[config.mk]
export PLATFORM = sky130hd
export DESIGN_NAME = move_scheduler
export DESIGN_NICKNAME = d
export VERILOG_FILES = /design/src/rtl/move_scheduler.sv
export SDC_FILE = /design/constraint.sdc
export NUM_CORES = 1
export LEC_CHECK = 0
export BUFFER_PORTS_ARGS = -buffer_cell sky130_fd_sc_hd__buf_2
export CAP_MARGIN = 20
export CORE_ASPECT_RATIO = 0.75
export CORE_MARGIN = 5
export CORE_UTILIZATION = 52
export CTS_CLUSTER_SIZE = 25
export DETAILED_ROUTE_END_ITERATION = 6
export GPL_ROUTABILITY_DRIVEN = 1
export GPL_TIMING_DRIVEN = 0
export PLACE_DENSITY = 0.69
export SLEW_MARGIN = 20
export SYNTH_ARGS = -nofsm -noshare
export SYNTH_HDL_FRONTEND = slang
export SYNTH_SLANG_ARGS = --single-unit
[constraint.sdc]
create_clock -name clk -period 13.07 [get_ports clk]
set_clock_uncertainty 0.05 [all_clocks]
set_input_delay 1.307 -clock clk [delete_from_list [all_inputs] [get_ports clk]]
set_output_delay 1.307 -clock clk [all_outputs]
set_load 0.005 [all_outputs]
[src/rtl/move_scheduler.sv]
// rtl/move_scheduler.sv - merges key edges and gravity ticks into one serialized game command stream
// Optional feature macro: AUTO_REPEAT_EN (hold-to-repeat for left, right and down).
module move_scheduler #(
  parameter int TICK_DIV  = 50000000,
  parameter int MIN_DIV   = 5000000,
  parameter int STEP_DIV  = 2500000,
  parameter int LEVEL_PTS = 10
`ifdef AUTO_REPEAT_EN
  , parameter int REPEAT_DELAY = 20000000,
  parameter int REPEAT_RATE  = 5000000
`endif
) (
  input  logic       clk,
  input  logic       rst,
  input  logic       left,
  input  logic       right,
  input  logic       up,
  input  logic       down,
  input  logic [6:0] score,
  input  logic       fail,
  output logic       cmd_valid,
  output logic [2:0] cmd,
  input  logic       cmd_ready,
  output logic [3:0] level
);

  typedef enum logic [1:0] {IDLE, ISSUE, HALT} state_t;
  state_t state, state_nxt;

  // Pending bit i belongs to command code i+1: left, right, rotate, drop, gravity.
  logic [3:0]  keys, key_q, rise;
  logic [4:0]  pend, set, clr, rep;
  logic [31:0] grav_cnt, period, period_new, lvl_raw;
  logic [3:0]  level_nxt;
  logic [2:0]  cmd_sel;
  logic        wrap, halt_now, accept;
  int          period_raw;

  assign keys     = {down, up, right, left};
  assign rise     = keys & ~key_q;
  assign halt_now = fail || (state == HALT);
  assign accept   = (state == ISSUE) && cmd_ready && !fail;
  assign wrap     = (grav_cnt == period - 32'd1);
  assign set      = {wrap, rise} | rep;
  assign clr      = accept ? (5'd1 << (cmd - 3'd1)) : 5'd0;

  // Faster levels may push the raw period negative; clamp in signed arithmetic.
  assign period_raw = TICK_DIV - int'(level) * STEP_DIV;
  assign period_new = (period_raw < MIN_DIV) ? 32'(MIN_DIV) : 32'(period_raw);
  assign lvl_raw    = 32'(score) / 32'(LEVEL_PTS);
  assign level_nxt  = (lvl_raw > 32'd15) ? 4'd15 : lvl_raw[3:0];

  always_comb begin
    cmd_sel = 3'd0;
    if (pend[4])      cmd_sel = 3'd5;
    else if (pend[2]) cmd_sel = 3'd3;
    else if (pend[0]) cmd_sel = 3'd1;
    else if (pend[1]) cmd_sel = 3'd2;
    else if (pend[3]) cmd_sel = 3'd4;
  end

`ifdef AUTO_REPEAT_EN
  logic [31:0] hold_cnt [3];
  logic [2:0]  rk, rep_hit;

  assign rk  = {down, right, left};
  assign rep = {1'b0, rep_hit[2], 1'b0, rep_hit[1], rep_hit[0]};

  always_comb begin
    rep_hit = 3'b000;
    for (int i = 0; i < 3; i++)
      rep_hit[i] = rk[i] && (hold_cnt[i] == 32'(REPEAT_DELAY - 1));
  end

  // After the first repeat the counter restarts one repeat interval short of the delay.
  always_ff @(posedge clk) begin
    for (int i = 0; i < 3; i++) begin
      if (rst || !rk[i])   hold_cnt[i] <= 32'd0;
      else if (rep_hit[i]) hold_cnt[i] <= 32'(REPEAT_DELAY - REPEAT_RATE);
      else                 hold_cnt[i] <= hold_cnt[i] + 32'd1;
    end
  end
`else
  assign rep = 5'd0;
`endif

  always_ff @(posedge clk) begin
    if (rst) begin
      state    <= IDLE;
      key_q    <= 4'd0;
      pend     <= 5'd0;
      grav_cnt <= 32'd0;
      period   <= 32'(TICK_DIV);
      level    <= 4'd0;
      cmd      <= 3'd0;
    end else begin
      state <= state_nxt;
      key_q <= keys;
      level <= level_nxt;
      if (halt_now) begin
        pend <= 5'd0;
      end else begin
        pend <= (pend & ~clr) | set;
        if (wrap) begin
          grav_cnt <= 32'd0;
          period   <= period_new;
        end else begin
          grav_cnt <= grav_cnt + 32'd1;
        end
      end
      if (state == IDLE && state_nxt == ISSUE) cmd <= cmd_sel;
    end
  end

  always_comb begin
    state_nxt = state;
    if (fail) begin
      state_nxt = HALT;
    end else begin
      case (state)
        IDLE:    if (|pend) state_nxt = ISSUE;
        ISSUE:   if (cmd_ready) state_nxt = IDLE;
        default: state_nxt = HALT;
      endcase
    end
  end

  always_comb begin
    cmd_valid = (state == ISSUE);
  end

endmodule

Word level (Yosys, flattened, before mapping). Index checks and enable logic that the tools add are counted.

Register bits: 82. Output and inout port bits: 8.

Shift-type cells: 1. Mux-type cells: 13. Reduce and logical (&&, ||, !) cells: 9. Divide/modulo/power cells: 1. Bitwise operators: 6. Add/sub/neg operators: 4. Multiply operators: 1. Equal/unequal tests: 4. $lt $le $gt $ge: 2.

Operator list (number): $mux W32 (2); $add A32 B1 Y32 const B (1); $div A7 B4 Y32 const B (1); $eq A32 B32 Y1 (1); $gt A32 B4 Y1 const B (1); $sub A32 B1 Y32 const B (1); $lt A27 B24 Y1 const B (1); $sub A26 B26 Y27 const A (1); $mul A4 B17 Y21 const B (1); $mux W3 (5); $mux W2 (3); $and A5 B5 Y5 (1); $mux W5 (1); $not A5 Y5 (1); $or A5 B5 Y5 (1); $reduce_or A5 Y1 (1); $shl A1 B3 Y5 const A (1); $and A4 B4 Y4 (1); $eq A2 B1 Y1 const B (2); $mux W4 (1); $not A4 Y4 (1); $pmux W2 S2 (1); $logic_and A1 B1 Y1 (3); $sub A3 B1 Y3 const B (1); 7 further kinds (7).

Depth between registers and ports, before layout. Gate-level depths: netlist (run 1).

Depth in word-level cells: 7. Gate-level depth with buffers: 20. Depth with buffers taken out: 18.

Least setup slack after synthesis (run 1). No wires, ideal clock.

Path type: flip-flop to flip-flop. Start: register level[2]. End: register period[16]. Buffers on the path: 2. Stages on the path, launching flop included: 20. Library setup time: 0.070 ns. Required time: 12.950 ns. Setup slack: 7.806 ns. Clock period less this slack: 5.264 ns. Arrival: 5.144 ns. Cells stage by stage: dfxtp_1 > inv_1 > ha_1 > fa_1 > inv_1 > ha_1 > and3_1 > or3_1 > and2_0 > clkbuf_1 > o2111a_1 > o21a_1 > a2111o_1 > a32oi_1 > o311ai_1 > a2111oi_0 > ha_1 > clkbuf_1 > or3_1 > a21oi_1.

Longest elaborated chain between the ends: 4.

RTL lines: from (decl) (RTL line 24) `output logic [3:0] level`; from (signal assigned) (RTL line 99) `level <= level_nxt;`; $mul A4 B17 Y21 (*) (RTL line 48) `assign period_raw = TICK_DIV - int'(level) * STEP_DIV;`; $sub A26 B26 Y27 (*) (RTL line 48); $lt A27 B24 Y1 (RTL line 49) `assign period_new = (period_raw < MIN_DIV) ? 32'(MIN_DIV) : 32'(period_raw);`; $mux W32 (*) (RTL line 49); to (signal assigned) (RTL line 93) `period <= 32'(TICK_DIV);`; to (signal assigned) (RTL line 106) `period <= period_new;`; to (decl) (RTL line 33) `logic [31:0] grav_cnt, period, period_new, lvl_raw;`.

Mark *: on every way between the ends. The rest lies on a longest branch, timed or not. A chain may end at the register's enable or synchronous reset.

Final worst setup path (run 1). Ends and elaborated chain as after synthesis.

==> results of run 1 <==
## state kept, by name, indices dropped and copies added (netlist names)
register / flops
period: 22
key_q: 4
cmd: 3
grav_cnt: 32
state: 2
level: 4
pend: 5
## worst max-delay path, cell delays in order (launching register included)
cell	delay [ns]
dfxtp_1	0.67
inv_1	0.21
ha_1	0.39
fa_1	0.51
inv_1	0.04
ha_1	0.39
nand2b_1	0.10
a21o_1	0.23
a311oi_2	0.55
a22oi_1	0.14
a21oi_1	0.29
nor4bb_1	0.62
and2_1	0.25
mux2i_1	0.08
a2111oi_0	0.43
ha_1	0.33
clkbuf_1	0.23
or3_1	0.43
a21oi_1	0.14
## layer usage
metal,vias to the layer above,GRT usage
met3,17,0.0423
met2,171,0.338
li1,2520,-
met5,-,0
met4,0,0.0473
met1,2429,0.324
## metrics by stage
stage / util / area [µm²] / setup WS (ns) / hold WS [ns]
final: 0.585 / 5990 / 6.90 / 0.450
after global routing: 0.585 / 5990 / 6.40 / 0.488
after CTS: 0.585 / 5990 / 7.02 / 0.449
after detailed placement: 0.557 / 5710 / 7.06 / 0.442
after global placement: 0.557 / 5710 / 7.22 / 0.425
after floorplan: - / 5440 / 7.81 / 0.408
## cell type report
| class | count | area, µm² | share of cell area |
|---|---|---|---|
| plain buffers | 29 | 115 | 0.0192 |
| clock buffers | 10 | 239 | 0.0399 |
| clock inverters | 6 | 50.0 | 0.00835 |
| inverters | 32 | 120 | 0.0200 |
| multi-input cells | 542 | 3760 | 0.627 |
| flip-flops and latches | 72 | 1440 | 0.240 |
| well taps | 136 | 170 | 0.0284 |
| repair buffers | 20 | 100 | 0.0167 |
## kinds of logic after synthesis
group	count (synthesis)
mux	9
simple gates	268
xor+xnor	84
flops	72
buf+inv	61
fa+ha+maj	34
compound gates	147
## where the power goes
group / internal [mW] / total [mW] / switching (mW)
sequential: 0.223 / 0.229 / 0.00617
clock: 0.136 / 0.234 / 0.0983
combinational: 0.0543 / 0.141 / 0.0871
## how the worst min path moves through the flow
stage	from	cells after the start	endpoint	slack, ns
2_1_floorplan	period[6]$_SDFFE_PP0P_	2	period[6]$_SDFFE_PP0P_	0.41
3_3_place_gp	key_q[3]$_SDFF_PP0_	2	pend[3]$_SDFF_PP0_	0.42
3_5_place_dp	grav_cnt[1]$_SDFFE_PP0N_	2	grav_cnt[1]$_SDFFE_PP0N_	0.44
4_1_cts	grav_cnt[1]$_SDFFE_PP0N_	2	grav_cnt[1]$_SDFFE_PP0N_	0.45
5_1_grt	key_q[3]$_SDFF_PP0_	2	pend[3]$_SDFF_PP0_	0.49
6_report	key_q[3]$_SDFF_PP0_	2	pend[3]$_SDFF_PP0_	0.45
## layout by cell type (no fill, tap or decap), types with 20 or more instances in the layout
cell      count
nand3_1      25
ha_1         30
clkbuf_1     23
buf_2        25
inv_1        32
nor2_1       78
nand2_1      34
a21oi_1      32
dfxtp_1      72
xor2_1       42
nand4_1      20
o21ai_0      21
xnor2_1      42
==> impl_metrics.tcl, run 1 <==
set metrics [dict create \
    status "complete, no violations" \
    overflow 0 \
    peakVddDrop_uv 96.7 \
    slew_viol_final 0 \
    nets 753 \
    cts_resized 0 \
    crit_path_max_fanout 13 \
    numCtsBuffers 9 \
    core_um2 10200 \
    synth_commonest_cells "nor2_1 (78), dfxtp_1 (72), xnor2_1 (42), xor2_1 (42), nand2_1 (34)" \
    power_density_nw_per_um2 101 \
    syn_avg_cell_area_um2 8.05 \
    synth_top_family_by_area "simple AND/OR/NAND/NOR gates" \
    post_cts_buffers 0 \
    max_slew_margin 0.486 \
    clock_latency_ns 0.34 \
    synth_fa_ha_area_frac 0.0801 \
    via_per_inst 6.06 \
    die_h_um 98.5 \
    syn2layout_area_growth_pct 10.3 \
    cts_max_level 3 \
    yosysMostFrequentCell "nor2_1" \
    port_buffers 20 \
    yosys_register_bits 72 \
    antenna_found_initial 0 \
    r2r-end "period[16]$_SDFFE_PP0P_" \
    ys_seq_area_frac 0.265 \
    grt_usage 0.221 \
    path_clk_slew_ns 0.06 \
    p_leak_nw 2.32 \
    wire_per_inst_um 16.1 \
    ant_nets 0 \
    dr.pass1.iters 5 \
    period_share 0.472 \
    max_freq_mhz 162 \
    critPathLaunchType "flop" \
    synth.largest_area_cell "dfxtp_1" \
    r2r_slack_ns 6.90 \
    synth_area_leaders "dfxtp_1 (27%), ha_1 (6.9%), xnor2_1 (6.8%), xor2_1 (6.8%), nor2_1 (5.4%)" \
    setup_viol 0 \
    synth_top_area_frac 0.265 \
    die_w_um 128 \
    synth_xor_area_frac 0.135 \
    dp_hpwl_um 10400 \
    final_hold_viol_count 0 \
    syn_inst 675 \
    finalSetupTns_ns 0 \
    final_cells 847 \
    crit_type "reg -> reg" \
    period_minus_slack_ns 6.17 \
    cts-root-buf "clkbuf_16" \
    crit_path_end_kind "flop" \
    reg2regPathDepth 18 \
    post_synth_and_or_nand_nor_area_fraction 0.271 \
    antenna-diode-count 0 \
    tightest_slew_ns 0.761 \
    layout-drive-gt1-share 0.0802 \
    cts_tree "yes" \
    cts_sinks 72 \
    fp.dieArea_um2 12600 \
    via_count 5137 \
    syn-num-nets 722 \
    crit-reg2reg-launch "level[2]$_SDFF_PP0_" \
    finalWeightedCongestion 0.877 \
    highest_layer "met4" \
    worstSetupStartpoint "level[2]$_SDFF_PP0_" \
    wl_um 13700 \
    worstPathArrival_ns 6.38 \
    synth_flop_cell "dfxtp_1" \
    met3_length_um 830 \
    synth_mux_area_frac 0.0166 \
    grt_max_degree 15 \
    wl_met2_um 5960 \
    start_util 0.530 \
    netlist_area_um2 5440 \
    grt_pass1_wl_um 23200 \
    drv_cap 0 \
    synth_edf_count 0 \
    rsz0062_at_grt "no" \
    rows 32 \
    dp_cells 831 \
    ys_types 74 \
    clockBufferDepth 2 \
    grt_pass1_vias 4849 \
    power.total_mw 0.605 \
    endpoint "period[16]$_SDFFE_PP0P_" \
    cts_hold_buf 0 \
    drt-met1-wl_um 6710 \
    worstPathRequired_ns 13.28 \
    async_reset_ff_frac 0 \
    initialDrtViolationCount 333 \
    fillers 961 \
    drc 0 \
    ys_warn_count 0 \
    synth_compound_area_frac 0.189 \
    io_pins 23 \
    hold_class "reg -> reg" \
]
(Power assumes the default switching activity.)
==> run 2: changes to the inputs <==
--- a/config.mk
+++ b/config.mk
@@ -5,6 +5,7 @@
 export SDC_FILE = /design/constraint.sdc
 export NUM_CORES = 1
 export LEC_CHECK = 0
+export ABC_AREA = 1
 export BUFFER_PORTS_ARGS = -buffer_cell sky130_fd_sc_hd__buf_2
 export CAP_MARGIN = 20
 export CORE_ASPECT_RATIO = 0.75
==> constraint.sdc (replaced) <==
create_clock -name clk -period 6.28 [get_ports clk]
set_clock_uncertainty 0.05 [all_clocks]
set_input_delay 0.628 -clock clk [delete_from_list [all_inputs] [get_ports clk]]
set_output_delay 0.628 -clock clk [all_outputs]
set_load 0.005 [all_outputs]
==> run 2 against run 1 <==
  * Design area is 14% higher
  * Final cell count grew 46%
  * Utilization grew 0.28 points
  * Die area is 13% higher
  * Power is 130% higher
  * Critical path type unchanged
  * Critical endpoint is now period[22]$_SDFFE_PP1P_
==> impl_metrics.tcl, run 2 <==
set metrics [dict create \
    status "complete, no violations" \
    grt_pass1_wl_um 26600 \
    ys_seq_area_frac 0.231 \
    nets 1118 \
    antenna-diode-count 0 \
    dp_hpwl_um 12500 \
    async_reset_ff_frac 0 \
    synth_flop_cell "dfxtp_1" \
    drv_cap 0 \
    wl_um 15500 \
    path_buf_inv 5 \
    start_util 0.535 \
    drc 0 \
    crit_path_max_fanout 11 \
    cts_hold_buf 0 \
    power.total_mw 1.40 \
    worstPathArrival_ns 5.55 \
    die_h_um 105 \
    die_w_um 136 \
    io_pins 23 \
    synth_commonest_cells "nand2_1 (328), nor2_1 (142), inv_1 (138)" \
    numCtsBuffers 9 \
    netlist_area_um2 6230 \
    final_hold_viol_count 0 \
    path_delay_family "simple AND/OR/NAND/NOR gates" \
    yosys_register_bits 72 \
    tightest_slew_ns 0.698 \
    rows 34 \
    syn-num-nets 1087 \
    path_clk_slew_ns 0.06 \
    worstPathRequired_ns 6.43 \
    cts_sinks 72 \
    power_density_nw_per_um2 204 \
    crit_top_cell "nand2_1" \
    hold_class "reg -> reg" \
    critPathLaunchType "flop" \
    antenna_found_initial 0 \
    via_count 6220 \
    clockBufferDepth 2 \
    crit_slowest_cell "dfxtp_1" \
    yosysMostFrequentCell "nand2_1" \
    p_leak_nw 3.37 \
    grt_max_degree 15 \
    wire_per_inst_um 12.5 \
    cts_resized 0 \
    cts-root-buf "clkbuf_16" \
    synth.largest_area_cell "dfxtp_1" \
    finalSetupTns_ns 0 \
    crit_type "reg -> reg" \
    max_slew_margin 0.534 \
    overflow 0 \
    clock_latency_ns 0.33 \
    layout-drive-gt1-share 0.0901 \
    cts_tree "yes" \
    ys_types 50 \
    slew_viol_final 0 \
    max_freq_mhz 185 \
    largest_reg_flops 32 \
    initialDrtViolationCount 530 \
    setup_viol 0 \
    synth_edf_count 0 \
    r2r_slack_ns 0.88 \
    dp_cells 1222 \
    stdcell_area_um2 6850 \
    ant_nets 0 \
    final_cell_mix "nand2_1 (328), nor2_1 (142), inv_1 (138)" \
    cts_max_level 3 \
    syn_avg_cell_area_um2 5.99 \
    rsz0062_at_grt "no" \
    reg_top3 "grav_cnt: 32 flops, period: 22 flops, pend: 5 flops" \
    grt_usage 0.226 \
    finalWeightedCongestion 0.915 \
    period_share 0.861 \
    peakVddDrop_uv 126 \
    synth_top_area_frac 0.231 \
    top_register "grav_cnt" \
    place_area_um2 6540 \
    mostFrequentLayoutCell "nand2_1" \
    synth_area_leaders "dfxtp_1 (23%), nand2_1 (20%), nor2_1 (8.6%), inv_1 (8.3%), nand3_1 (7.5%)" \
    final_cells 1238 \
    holdWs_ns 0.425 \
    crit_path_end_kind "flop" \
    dr.pass1.iters 5 \
    post_cts_buffers 0 \
    period_minus_slack_ns 5.40 \
    slowest_delay_ns 0.61 \
    via_per_inst 5.02 \
    fp.dieArea_um2 14300 \
    syn2layout_area_growth_pct 9.90 \
    ys_warn_count 0 \
    port_buffers 20 \
    syn_inst 1040 \
    grt_pass1_vias 5575 \
    core_um2 11700 \
]
[run 2: report_power, final]
group	total (mW)	internal (mW)	switching, mW	leakage (nW)
combinational	0.386	0.130	0.255	2.63
clock	0.534	0.325	0.209	0.152
sequential	0.479	0.465	0.0142	0.584
total	1.40	0.920	0.479	3.37
[run 2: area by class of cell]
cell class / count / area [µm²]
buffer: 14 / 75.1
clock buffer: 10 / 239
clock inverter: 6 / 75.1
fill: 1183 / 4810
inverter: 146 / 548
multi-input combinational: 808 / 4170
sequential: 72 / 1440
tap: 162 / 203
timing repair buffer: 20 / 100
[run 2: per-layer routing]
layer,wire (µm),part of all wire,global-route usage,up-vias
met2,5750,0.37,0.300,146
met1,8690,0.56,0.376,2716
met3,998,0.064,0.0403,7
met5,0,0,0,-
met4,62,0.0040,0.0302,0
li1,-,-,-,3351
[run 2: logic make-up after synthesis]
group,Yosys count,share of synthesized area
xor gates and xnor gates,48,0.0721
buffers and inverters,160,0.100
and+or+nand+nor,660,0.464
adders and majority gates,32,0.0667
DFF,72,0.231
AOI/OAI and AO/OA,68,0.0665
[run 2: metrics by stage]
stage	setup slack [ns]	util
3_5_place_dp	1.01	0.561
6_report	0.876	0.588
4_1_cts	0.960	0.588
2_1_floorplan	1.92	-
5_1_grt	0.343	0.588
3_3_place_gp	1.01	0.561
[run 2: worst paths after layout]
path,from,end,cells past startpoint
max,level[2]$_SDFF_PP0_,period[22]$_SDFFE_PP1P_,30
min,grav_cnt[4]$_SDFFE_PP0N_,grav_cnt[4]$_SDFFE_PP0N_,2
max reg2reg,level[2]$_SDFF_PP0_,period[22]$_SDFFE_PP1P_,30
min reg2reg,grav_cnt[4]$_SDFFE_PP0N_,grav_cnt[4]$_SDFFE_PP0N_,2
[run 2: worst min-delay path, stage by stage, from the launching register on]
cell and delay [ns]:
dfxtp_1 0.31, inv_1 0.05, a221oi_1 0.07
